<file path="src/rtl/am_lock_rx.sv">
// ---------------------------------------------------------------------------
// am_lock_rx
// Receive-side alignment-marker lock and removal for one 66b PCS lane.
// This block undoes TX marker insertion. It sits after block lock and ahead of
// lane deskew/reorder. It does four jobs:
//   - finds the periodic alignment marker and confirms it with a second one,
//   - identifies the physical lane (0..3) that the marker belongs to,
//   - removes marker slots from the valid stream while locked,
//   - drops lock after AM_BAD_N consecutive bad markers.
//
// Optional feature, enabled by defining the macro AM_LOCK_RX_BIP_EN:
//   A BIP8 accumulator is compared with BIP3 on each good locked marker.
//   bip_err_o pulses when the two differ.
//   With the macro undefined, bip_err_o is tied to 0.
//
// Ports
//   clk          clock
//   reset        asynchronous, active-high reset
//   valid_i      input block valid; low = bubble
//   head_i       sync header; 2'b01 = control block
//   data_i       payload; [23:0] M0..M2, [31:24] BIP3,
//                [55:32] ~M0..~M2, [63:56] BIP7
//   valid_o      output valid; low on bubbles and on removed marker slots
//   head_o       registered head_i (held across bubbles)
//   data_o       registered data_i (held across bubbles)
//   marker_v_o   output slot is the expected marker position (locked only)
//   am_lock_o    alignment marker lock
//   lane_id_o    lane ID of the locked marker; meaningful when am_lock_o=1
//   bip_err_o    one-cycle pulse: BIP3 mismatch on a good locked marker
//   state_dbg_o  current FSM state (0 FIND, 1 CONFIRM, 2 LOCKED)
//
// Handshake: there is no backpressure. A block is consumed on every clock
// edge where valid_i=1. The block appears on the outputs one cycle later,
// with valid_o=1 unless it is a removed marker slot.
// ---------------------------------------------------------------------------
`default_nettype none

module am_lock_rx #(
  parameter int HEAD_W    = 2,
  parameter int DATA_W    = 64,
  parameter int AM_PERIOD = 16384,
  parameter int AM_BAD_N  = 4
) (
  input  logic              clk,
  input  logic              reset,
  input  logic              valid_i,
  input  logic [HEAD_W-1:0] head_i,
  input  logic [DATA_W-1:0] data_i,
  output logic              valid_o,
  output logic [HEAD_W-1:0] head_o,
  output logic [DATA_W-1:0] data_o,
  output logic              marker_v_o,
  output logic              am_lock_o,
  output logic [1:0]        lane_id_o,
  output logic              bip_err_o,
  output logic [1:0]        state_dbg_o
);

  localparam int CNT_W = (AM_PERIOD > 1) ? $clog2(AM_PERIOD) : 1;
  localparam int BAD_W = $clog2(AM_BAD_N + 1);
  localparam logic [CNT_W-1:0] CNT_LAST = CNT_W'(AM_PERIOD - 1);
  localparam logic [BAD_W-1:0] BAD_LAST = BAD_W'(AM_BAD_N - 1);

  // {M2,M1,M0} per lane, indexed by lane number.
  localparam logic [3:0][23:0] AM_TBL = {24'h3D79A2, 24'h9B65C5,
                                         24'hE6C4F0, 24'h477690};

  typedef enum logic [1:0] {
    ST_FIND    = 2'd0,
    ST_CONFIRM = 2'd1,
    ST_LOCKED  = 2'd2
  } state_t;

  state_t             state_q, state_d;
  logic [CNT_W-1:0]   cnt_q, cnt_d;
  logic [BAD_W-1:0]   bad_q, bad_d;
  logic [1:0]         id_q, id_d;
  logic [1:0]         lane_id_q, lane_id_d;
  logic               valid_q, marker_v_q, am_lock_q;
  logic [HEAD_W-1:0]  head_q;
  logic [DATA_W-1:0]  data_q;

  // -------------------------------------------------------------------------
  // Marker match against all four lanes.
  // BIP3/BIP7 bytes take no part in the match.
  // -------------------------------------------------------------------------
  logic       is_ctrl;
  logic       inv_ok;
  logic [3:0] match;
  logic       any_match;
  logic [1:0] match_id;

  always_comb begin
    is_ctrl   = (head_i == HEAD_W'(1));
    inv_ok    = (data_i[55:32] == ~data_i[23:0]);
    match     = '0;
    any_match = 1'b0;
    match_id  = '0;
    for (int l = 0; l < 4; l++) begin
      match[l] = is_ctrl && inv_ok && (data_i[23:0] == AM_TBL[l]);
      if (match[l]) begin
        any_match = 1'b1;
        match_id  = 2'(l);
      end
    end
  end

  // -------------------------------------------------------------------------
  // Slot counter and lock FSM next-state logic.
  // cnt_q is the position of the current block within the marker period.
  // A marker is due when cnt_q reaches AM_PERIOD-1; the count then wraps.
  // Bubbles freeze everything.
  // -------------------------------------------------------------------------
  logic am_slot;
  logic slot_rm;

  always_comb begin
    state_d   = state_q;
    cnt_d     = cnt_q;
    bad_d     = bad_q;
    id_d      = id_q;
    lane_id_d = lane_id_q;
    am_slot   = (cnt_q == CNT_LAST);
    slot_rm   = 1'b0;

    if (valid_i) begin
      cnt_d = am_slot ? '0 : cnt_q + CNT_W'(1);
      case (state_q)
        ST_FIND: begin
          // The counter is parked at 0 while searching. A hit restarts the
          // period from this block.
          cnt_d = '0;
          if (any_match) begin
            id_d    = match_id;
            state_d = ST_CONFIRM;
          end
        end
        ST_CONFIRM: begin
          if (am_slot) begin
            if (match[id_q]) begin
              state_d   = ST_LOCKED;
              lane_id_d = id_q;
              bad_d     = '0;
            end else begin
              // This block is not retried as a first marker. FIND starts
              // with the next valid block.
              state_d = ST_FIND;
            end
          end
        end
        ST_LOCKED: begin
          if (am_slot) begin
            // The slot is removed whether the marker is good or bad.
            slot_rm = 1'b1;
            if (match[id_q]) begin
              bad_d = '0;
            end else if (bad_q == BAD_LAST) begin
              state_d = ST_FIND;
              bad_d   = '0;
            end else begin
              bad_d = bad_q + BAD_W'(1);
            end
          end
        end
        default: state_d = ST_FIND;
      endcase
    end
  end

  // -------------------------------------------------------------------------
  // State and registered outputs.
  // -------------------------------------------------------------------------
  always_ff @(posedge clk or posedge reset) begin
    if (reset) begin
      state_q    <= ST_FIND;
      cnt_q      <= '0;
      bad_q      <= '0;
      id_q       <= '0;
      lane_id_q  <= '0;
      valid_q    <= 1'b0;
      marker_v_q <= 1'b0;
      am_lock_q  <= 1'b0;
      head_q     <= '0;
      data_q     <= '0;
    end else begin
      state_q    <= state_d;
      cnt_q      <= cnt_d;
      bad_q      <= bad_d;
      id_q       <= id_d;
      lane_id_q  <= lane_id_d;
      valid_q    <= valid_i && !slot_rm;
      marker_v_q <= slot_rm;
      am_lock_q  <= (state_d == ST_LOCKED);
      // Head and data hold their last value across a bubble.
      if (valid_i) begin
        head_q <= head_i;
        data_q <= data_i;
      end
    end
  end

  assign valid_o     = valid_q;
  assign head_o      = head_q;
  assign data_o      = data_q;
  assign marker_v_o  = marker_v_q;
  assign am_lock_o   = am_lock_q;
  assign lane_id_o   = lane_id_q;
  assign state_dbg_o = state_q;

`ifdef AM_LOCK_RX_BIP_EN
  // -------------------------------------------------------------------------
  // BIP8 checking.
  // The accumulator covers every valid block from the previous marker slot
  // (included) up to the current one (excluded).
  // After the compare, it restarts from the current marker block.
  // arm_q stays low until one locked marker has seeded a full period, so the
  // first marker after lock entry is never checked.
  // -------------------------------------------------------------------------
  logic [7:0] blk_bip;
  logic [7:0] acc_q, acc_d;
  logic       arm_q, arm_d;
  logic       bip_err_q, bip_err_d;

  always_comb begin
    blk_bip = '0;
    for (int k = 0; k < DATA_W / 8; k++) begin
      blk_bip = blk_bip ^ data_i[k*8 +: 8];
    end
    blk_bip[3] = blk_bip[3] ^ head_i[0];
    blk_bip[4] = blk_bip[4] ^ head_i[1];

    acc_d     = acc_q;
    arm_d     = arm_q;
    bip_err_d = 1'b0;
    if (valid_i) begin
      if (state_d == ST_FIND) begin
        acc_d = '0;
        arm_d = 1'b0;
      end else if (am_slot && (state_q != ST_FIND)) begin
        acc_d = blk_bip;
        if ((state_q == ST_LOCKED) && match[id_q]) begin
          bip_err_d = arm_q && (acc_q != data_i[31:24]);
          arm_d     = 1'b1;
        end
      end else begin
        // A FIND hit lands here with acc_q already zero, so the first
        // marker seeds the accumulator.
        acc_d = acc_q ^ blk_bip;
      end
    end
  end

  always_ff @(posedge clk or posedge reset) begin
    if (reset) begin
      acc_q     <= '0;
      arm_q     <= 1'b0;
      bip_err_q <= 1'b0;
    end else begin
      acc_q     <= acc_d;
      arm_q     <= arm_d;
      bip_err_q <= bip_err_d;
    end
  end

  assign bip_err_o = bip_err_q;
`else
  assign bip_err_o = 1'b0;
`endif

endmodule

`default_nettype wire

</file>
<file path="config.mk">
export PLATFORM = sky130hd
export DESIGN_NAME = am_lock_rx
export DESIGN_NICKNAME = d
export VERILOG_FILES = /design/src/rtl/am_lock_rx.sv
export SDC_FILE = /design/constraint.sdc
export NUM_CORES = 1
export LEC_CHECK = 0
export BUFFER_PORTS_ARGS = -buffer_cell sky130_fd_sc_hd__buf_2
export CAP_MARGIN = 5
export CORE_MARGIN = 1
export CORE_UTILIZATION = 45
export CTS_CLUSTER_SIZE = 30
export DETAILED_ROUTE_END_ITERATION = 12
export PLACE_DENSITY = 0.75
export SYNTH_ARGS = -nofsm -noshare
export SYNTH_HDL_FRONTEND = slang
export SYNTH_SLANG_ARGS = --single-unit
</file>
<file path="constraint.sdc">
create_clock -name clk -period 2.6 [get_ports clk]
set_input_delay 0.26 -clock clk [delete_from_list [all_inputs] [get_ports clk]]
set_output_delay 0.26 -clock clk [all_outputs]
set_load 0.02 [all_outputs]
</file>
# Word level (Yosys, flattened, before mapping)
# Index checks and enable logic that the tools add are counted.
# word_totals
ff_bits,92
out_inout_bits,74
# op_classes
n_addsub,2
n_lt_le_gt_ge,1
eq_ne,14
muxes,28
bitwise_logic,1
n_reduce_logical,12
# op_table
op,count
"24-bit equality test, second input constant",2
14-bit two-way mux,2
"24-bit by 22-bit equality test with 1-bit output, second input constant",1
"24-bit by 23-bit equality test with 1-bit output, second input constant",1
24-bit equality test,1
24-bit inverter,1
2-bit two-way mux,9
3-bit two-way mux,5
"14-bit by 1-bit adder with 14-bit output, second input constant",1
"14-bit equality test, second input constant",1
1-bit two-way mux,9
1-bit logical AND,6
"2-bit inequality test, second input constant",3
2-bit one-hot mux with 3 select lines,1
3-bit one-hot mux with 2 select lines,1
5-bit AND reduction,1
"2-bit by 1-bit equality test with 1-bit output, second input constant",2
"2-bit equality test, second input constant",2
4-bit AND reduction,1
"3-bit by 1-bit adder with 3-bit output, second input constant",1
"3-bit by 2-bit equality test with 1-bit output, second input constant",1
"2-bit by 3-bit less-than comparator with 1-bit output, second input constant",1
3-bit AND reduction,1
1-bit binary-select mux with 2-bit select,1
3 further kinds,3

# Depth between registers and ports, before layout
# Gate-level depths: netlist of the first run.
# depth
word_depth,12
ltp_mapped,10
depth_no_buf,9

# Worst setup path after synthesis of the first run
# No wires, ideal clock.
# synth_timing
kind,register to register
startpoint,register cnt_q[0]
endpoint,register lane_id_q[0] (netlist: lane_id_o[0])
arrival_ns,1.954
required_ns,2.475
slack_ns,0.522
stages_incl_launch_ff,9
path_buffers,1
period_less_slack_ns,2.078
cell_sequence,dfrtp_1 > ha_1 > nand2_1 > nor3_2 > and4_1 > clkbuf_1 > nand2_1 > nor3b_4 > mux2_2
# synth_between
elab_chain_cells,2
# synth_lines
element,line,text
from (decl),75,"logic [CNT_W-1:0] cnt_q, cnt_d;"
from (signal assigned),187,cnt_q <= cnt_d;
14-bit equality test,123,am_slot = (cnt_q == CNT_LAST);
4-bit AND reduction (no source line),-,
to (signal assigned),190,lane_id_q <= lane_id_d;
to (decl),78,"logic [1:0] lane_id_q, lane_id_d;"
# No other way between the ends.
# A chain may end at the register's enable or synchronous reset.

# Worst setup path in the final report of the first run
# layout_timing
startpoint,register cnt_q[0]
endpoint,register am_lock_q (netlist: am_lock_o)
# layout_between
elab_chain_cells,5
# layout_lines
element,line,text
14-bit equality test (*),123,
2-bit two-way mux (on tied branches),"152, 139",
2-bit one-hot mux with 3 select lines (*),128,case (state_q)
2-bit two-way mux (*),126,if (valid_i) begin
2-bit equality test (*),193,am_lock_q <= (state_d == ST_LOCKED);
to (signal assigned),193,
to (decl),79,"logic valid_q, marker_v_q, am_lock_q;"
# Mark *: on every way between the ends. The rest lies on a longest branch, timed or not.

==> results of run 1 <==
-- routing by layer --
| layer | part of all wire, % | up-vias | track usage, % |
|---|---|---|---|
| met1 | 43 | 1616 | 27.6 |
| met5 | 0 | - | 0 |
| met2 | 48 | 114 | 34.5 |
| met3 | 6.5 | 21 | 5.20 |
| met4 | 2.7 | 0 | 9.59 |
| li1 | - | 1557 | - |
-- cell usage in the layout, fill, tap and decap left out, types with 2 or more instances in the layout --
cell	synthesis	routed
dfrtp_1	92	92
buf_4	1	5
o21ai_0	9	9
inv_6	0	3
nand3b_1	3	3
nor2_1	25	25
xor2_1	25	25
and4b_1	2	2
ha_1	6	6
nand3_1	11	11
a21oi_1	8	8
clkbuf_8	0	9
nand4_1	8	8
a221o_2	2	2
and3_1	3	3
nor3_1	3	3
mux2_2	69	69
o211ai_1	2	2
nand2_1	17	17
buf_2	2	140
nand4bb_1	3	3
o31ai_1	2	2
nand4b_1	2	2
inv_1	10	9
nor4_1	8	8
xnor2_1	8	8
clkinvlp_4	0	2
-- logic make-up (layout without fill, tap and decap cells) --
family,Yosys count,after routing,share of synthesized area (%)
simple gates,99,99,13.8
flops,92,92,52.5
mux,69,69,17.7
compound gates,34,34,5.50
xor+xnor,33,33,6.59
buf+inv,23,173,2.11
fa+ha+maj,6,6,1.71
other cells,1,1,0.0855
-- power groups by stage --
stage	logic (W)	registers (W)	clock network, W
finish	0.000558	0.00158	0.000996
global route	0.000604	0.00160	0.00108
CTS	0.000566	0.00159	0.00102
detailed placement	0.000564	0.00161	0
global placement	0.000557	0.00161	0
floorplan	0.000195	0.00174	0
-- worst max-delay path, stage by stage, from the launching register on --
cell and delay [ps]:
dfrtp_1 410, ha_1 240, nand2_1 80, nor3_2 260, and4_1 390, inv_1 70
o211ai_1 110, o21ai_2 90, o21ai_0 320, o2bb2a_4 200
-- stage by stage --
step / total power [W] / util [%] / worst slack, ps
after global routing: 0.00328 / 58.6 / 118
after detailed placement: 0.00218 / 56.3 / 205
final: 0.00314 / 58.6 / 317
after global placement: 0.00216 / 56.3 / 361
after floorplan: 0.00194 / - / 522
after CTS: 0.00318 / 58.6 / 306
-- final cells by class --
cell class / instances / area, um2
clock buffer: 9 / 124
timing repair buffer: 147 / 768
clock inverter: 7 / 80.1
sequential: 92 / 2300
tap: 129 / 161
inverter: 10 / 41.3
multi-input combinational: 242 / 1990
fill: 817 / 3860
-- cell usage after synthesis (6+ instances only) --
cell,count,area (um2)
dfrtp_1,92,2300
mux2_2,69,777
nor2_1,25,93.8
xor2_1,25,219
nand2_1,17,63.8
nand3_1,11,55.1
clkbuf_1,10,37.5
inv_1,10,37.5
o21ai_0,9,45.0
a21oi_1,8,40.0
nand4_1,8,50.1
nor4_1,8,50.1
xnor2_1,8,70.1
ha_1,6,75.1
-- worst paths after layout --
path | start | endpoint | slack [ps] | cells after the start
max in group asynchronous | reset | data_o[3] | 1470 | 4
max reg2reg | cnt_q[0] | am_lock_o | 320 | 9
min reg2reg | bad_q[1] | bad_q[1] | 500 | 2
min | data_i[27] | data_o[27] | 120 | 2
min in group asynchronous | reset | data_o[42] | 450 | 3
max | cnt_q[0] | am_lock_o | 320 | 9
-- timing repair --
action / CTS / global route
hold buffers: 1 / 0
resized for setup: 0 / 0
hold endpoints to repair: 16 / 0
-- flip-flops by register name, indices dropped and copies added (netlist names) --
register and flops:
data_o 64, cnt_q 14, bad_q 3, head_o 2
id_q 2, lane_id_o 2, state_dbg_o 2, am_lock_o 1
marker_v_o 1, valid_o 1
==> PnR_summary.wiki, run 1 <==
{| class="wikitable"
! Metric !! Value
|-
| Synth unique cells || 51
|-
| Largest clock skew in the final design || about 4.2 ps
|-
| Fin. Hold Viols || 0
|-
| Synthesis warning total || 0
|-
| First-pass GRT wire length || between 15 and 20 mm
|-
| Smallest hold slack || about 120 ps
|-
| Detailed-placement wirelength estimate || 7.85 mm
|-
| Via count || between 3000 and 4000
|-
| Type of the worst min-delay path || primary input to register
|-
| Worst vdd ir || around 400 uV
|-
| Final critical delay including setup and external delays || about 2300 ps
|-
| Vertical die dimension || roughly 100 um
|-
| DR WL/cell || approximately 16 um
|-
| Critical path data arrival time || 2550 ps
|-
| Placed cells || between 600 and 700
|-
| Post-synthesis sequential element count || approximately 90
|-
| Max Root-Sink Buffers || 2
|-
| Pin count of the biggest net entering global routing || 50
|-
| Number of setup buffers added after CTS || 0
|-
| Number of top-level pins || roughly 140
|-
| Share of total power in the clock network || a little under a third
|-
| Final nets || approximately 580
|-
| Die Area || about 0.01 mm2
|-
| Number of slew-limit violations in the final report || 0
|-
| Final Non-Filler Cells || between 600 and 700
|-
| Top_reg_cell synth || dfrtp_1
|-
| Clk slew on worst S/H paths || around 100 ps
|-
| Number of global-route vias before repair || 3366
|-
| Power per cell area || about 570 mW/mm2
|-
| Relative slew slack || roughly three fifths
|-
| Area overhead of the layout relative to synthesis || 24.7%
|-
| Mapped Nets || 432
|-
| Number of endpoints failing setup at the final stage || 0
|-
| Inserted Clock Buffers || 9
|-
| DRC violation count after routing || 0
|-
| Diode insertion count for antenna repair || 0
|-
| Total routing resource utilization after global routing || between 20 and 25%
|-
| Result of the run || finished clean
|-
| Crit Path Category || register to register
|-
| Number of standard-cell rows in the floorplan || 35
|-
| Post-synthesis cell area || approximately 0.0044 mm2
|-
| Internal Pwr Total || around 0.0022 W
|-
| Transition time at the pin with the least slew margin || 579 ps
|-
| Initial antenna violation count || 0
|-
| Initial cell density of the core || between 40% and 50%
|-
| Maximum net fanout on the critical path || 7
|-
| Setup repair after global routing missed its margin || false
|-
| Leakage power summed over all cells || 2.54 nW
|-
| 1st-iter DRT viols || roughly 120
|-
| H-tree levels || 3
|-
| Chip width || a little over 100 um
|-
| Global route overflow || 0
|-
| Via-to-Cell Ratio || roughly 5.2
|-
| Share of the cycle needed by the critical path after routing || roughly 88%
|-
| Max-cap violation count || 0
|-
| Fraction of layout instances using a drive strength above 1 || slightly below 50%
|-
| Post-Place Cell Area || ~0.0053 mm2
|-
| Crit path capture type || register
|-
| Skew-Pair Late Insertion Delay || 360 ps
|-
| Combinational share of power || between 15 and 20%
|-
| Cell count after synthesis || about 360
|-
| 1st-pass router iterations || 5
|-
| Required @ worst endpoint || around 2900 ps
|-
| Post-synthesis average cell area || 12.3 um2
|-
| Clk sinks || 92
|-
| Summed negative setup slack over all endpoints || 0 ps
|-
| Startpoint Class || register
|-
| Fmax || 0.438 GHz
|-
| Post-route antenna net violation count || 0
|-
| Core area || roughly 0.0093 mm2
|-
| Fin area || between 0.005 and 0.006 mm2
|-
| Clock root buffer || clkbuf_8
|-
| Final estimated routing congestion in global placement || 0.784
|-
| Post-synth EDFFs || 0
|-
| Proportion of synthesized flip-flops having asynchronous set or reset || between 90% and 100%
|-
| Reg power frac || roughly half
|-
| Portion of the post-synthesis area used by sequential elements || between 50 and 60%
|-
| Switching power of the nets || ~0.00091 W
|-
| Proportion of total power due to net switching || between 20 and 30%
|-
| Number of I/O port buffers || between 100 and 150
|-
| Final routed wirelength across all metal layers || between 10 and 15 mm
|-
| CTS tree || done
|}
(Power assumes the default switching activity.)
==> run 2, diff against run 1 <==
--- a/config.mk
+++ b/config.mk
@@ -7,7 +7,7 @@
 export LEC_CHECK = 0
 export BUFFER_PORTS_ARGS = -buffer_cell sky130_fd_sc_hd__buf_2
 export CAP_MARGIN = 5
-export CORE_MARGIN = 1
+export CORE_MARGIN = 4
 export CORE_UTILIZATION = 45
 export CTS_CLUSTER_SIZE = 30
 export DETAILED_ROUTE_END_ITERATION = 12
==> run 2 against run 1 <==
  * Final cell count fell by 0.31%
  * First-iteration DRC count increased by 20%
  * Utilization decreased by 0.41 points
  * Combinational power grew 0.7%
  * Maximum frequency up 1.3%
  * Sequential power about the same
  * Clock power fell by 2.6%
  * Clock skew grew 3.4 ps
  * Global-route usage decreased by 2.1 points
  * Highest routed layer unchanged
  * Worst setup slack better by 29 ps
  * Wire length is 5.8% higher
  * Non-clock buffer count shrank 1
==> PnR_summary.wiki, run 2 (synthesis results as in run 1) <==
{| class="wikitable"
! Metric !! Value
|-
| Relative slew slack || 59.0%
|-
| 1st-iter DRT viols || around 150
|-
| Total routing resource utilization after global routing || roughly a fifth
|-
| Top cell family by delay on the critical path || simple AND/OR/NAND/NOR gates
|-
| Clock root buffer || clkbuf_8
|-
| Leading cell type in the layout, fill and taps excluded || buf_2
|-
| Vertical die dimension || 107 um
|-
| Worst vdd ir || 338 uV
|-
| Number of standard-cell rows in the floorplan || 35
|-
| Highest-count cells in the layout ignoring fill and taps || 140 x buf_2, 92 x dfrtp_1, 69 x mux2_2
|-
| Number of top-level pins || around 140
|-
| Max-cap violation count || 0
|-
| Setup repair after global routing missed its margin || false
|-
| Crit-path cells || ha_1, nand2_1, nor3_2, and4_1, nand2_1, nor3b_4, mux2_2
|-
| Initial antenna violation count || 0
|-
| Post-route antenna net violation count || 0
|-
| DR WL/cell || roughly 17 um
|-
| Via count || 3354
|-
| Power per cell area || ~570 mW/mm2
|-
| CP Buf/Inv Count || 0
|-
| Global route overflow || 0
|-
| Transition time at the pin with the least slew margin || about 610 ps
|-
| Start point of the critical path || cnt_q[0]
|-
| Share of the cycle needed by the critical path after routing || between 80% and 90%
|-
| Library cell appearing most often on the critical path || nand2_1
|-
| FF+latch area || approximately 0.0023 mm2
|-
| Type of the worst min-delay path || primary input to register
|-
| Number of global-route vias before repair || ~3600
|-
| Largest incremental delay on the critical path || around 400 ps
|-
| Fraction of layout instances using a drive strength above 1 || 48.5%
|-
| Leakage power summed over all cells || 2.52 nW
|-
| Core area || roughly 0.0094 mm2
|-
| Skew-Pair Late Insertion Delay || 360 ps
|-
| Summed negative setup slack over all endpoints || 0 ps
|-
| Worst slack, placed || about 280 ps
|-
| Max reg flops || 64
|-
| Maximum net fanout on the critical path || 7
|-
| Number of I/O port buffers || about 140
|-
| Largest clock skew in the final design || 7.60 ps
|-
| Inserted Clock Buffers || 9
|-
| Detailed-placement wirelength estimate || around 8.3 mm
|-
| Crit Path Category || register to register
|-
| Pin count of the biggest net entering global routing || 67
|-
| Area overhead of the layout relative to synthesis || 24.4%
|-
| Final core utilization || 58.2%
|-
| Final routed wirelength across all metal layers || approximately 11 mm
|-
| DRC violation count after routing || 0
|-
| Result of the run || finished clean
|-
| Post-Place Cell Area || 0.00525 mm2
|-
| First-pass GRT wire length || 17.5 mm
|-
| Final estimated routing congestion in global placement || between 0.9 and 1
|-
| Number of setup buffers added after CTS || 0
|-
| Chip width || about 110 um
|-
| Clk slew on worst S/H paths || 90 ps
|-
| Filler cell count in the final layout || between 800 and 900
|-
| Reg-to-Reg Start || cnt_q[0]
|-
| Max Root-Sink Buffers || 2
|-
| Hold path startpoint || data_i[57]
|-
| H-tree levels || 3
|-
| Die Area || ~0.011 mm2
|-
| Max stage delay cell, worst path || dfrtp_1
|-
| CTS tree || done
|-
| Clk sinks || 92
|-
| Worst setup margin || 347 ps
|-
| Fmax || roughly 0.44 GHz
|-
| Smallest hold slack || about 120 ps
|-
| Critical path data arrival time || around 2500 ps
|-
| Total area of multi-input combinational cells || about 0.0020 mm2
|-
| Crit path capture type || register
|-
| Required @ worst endpoint || roughly 2900 ps
|-
| Final critical delay including setup and external delays || 2250 ps
|-
| Via-to-Cell Ratio || ~5.3
|-
| Number of endpoints failing setup at the final stage || 0
|-
| Startpoint Class || register
|-
| Fin. Hold Viols || 0
|-
| 1st-pass router iterations || 4
|-
| Number of slew-limit violations in the final report || 0
|-
| Fin area || 0.00546 mm2
|-
| Diode insertion count for antenna repair || 0
|-
| Total of cells resized after clock tree synthesis || 0
|-
| Initial cell density of the core || between 40% and 50%
|-
| Final nets || 576
|}
-- run 2: changes by cell type in the layout (fill, tap and decap cells not counted), sizes merged --
cell	previous run	this run
buf	146	145
inv	13	10
clkbuf	9	10
clkinvlp	2	4
clkinv	1	0
-- run 2: what timing repair did --
| item | 4_1_cts | 5_1_grt |
|---|---|---|
| hold buffers | 1 | 0 |
| setup endpoints to repair | 0 | 0 |
| hold endpoints to repair | 26 | 0 |
-- run 2: cell type report --
type | instances | area share, %
Clock buffer | 10 | 2.52
Clock inverter | 5 | 1.12
Inverter | 10 | 0.757
Multi-Input combinational cell | 242 | 36.5
Sequential cell | 92 | 42.2
Tap cell | 129 | 2.96
Timing Repair Buffer | 146 | 13.9
-- run 2: final timing paths --
| check | endpoint | slack, ps | cells past startpoint |
|---|---|---|---|
| max reg2reg | lane_id_o[0] | 350 | 7 |
| min in group asynchronous | data_o[56] | 520 | 3 |
| min | data_o[57] | 120 | 2 |
| max | lane_id_o[0] | 350 | 7 |
| max in group asynchronous | data_o[4] | 1350 | 4 |
| min reg2reg | bad_q[2] | 490 | 1 |
-- run 2: per-layer routing --
layer  global-route usage, %  wire length [um]  part of all wire (%)  vias up
li1                        -                 -                     -     1560
met1                    23.1              4290                    40     1638
met2                    32.1              5330                    50      132
met4                    7.85               223                   2.1        0
met5                       0                 0                     0        -
met3                    6.38               915                   8.5       24
-- run 2: through the flow --
stage | std cells | total power, W
2_1_floorplan | 357 | 0.00194
3_3_place_gp | 618 | 0.00217
3_5_place_dp | 618 | 0.00218
4_1_cts | 634 | 0.00315
5_1_grt | 634 | 0.00326
6_report | 634 | 0.00311
-- run 2: where the power goes --
part	internal (W)	switching (W)	total, W
combinational	0.000231	0.000331	0.000562
clock	0.000468	0.000502	0.000970
sequential	0.00153	0.0000501	0.00158
-- run 2: worst register-to-register path: cells and delay by family, from the launching register on --
family                     cells  cell delay (ps)
DFF                            1              400
muxes                          1              360
and+or+nand+nor                5             1150
adders and majority gates      1              250
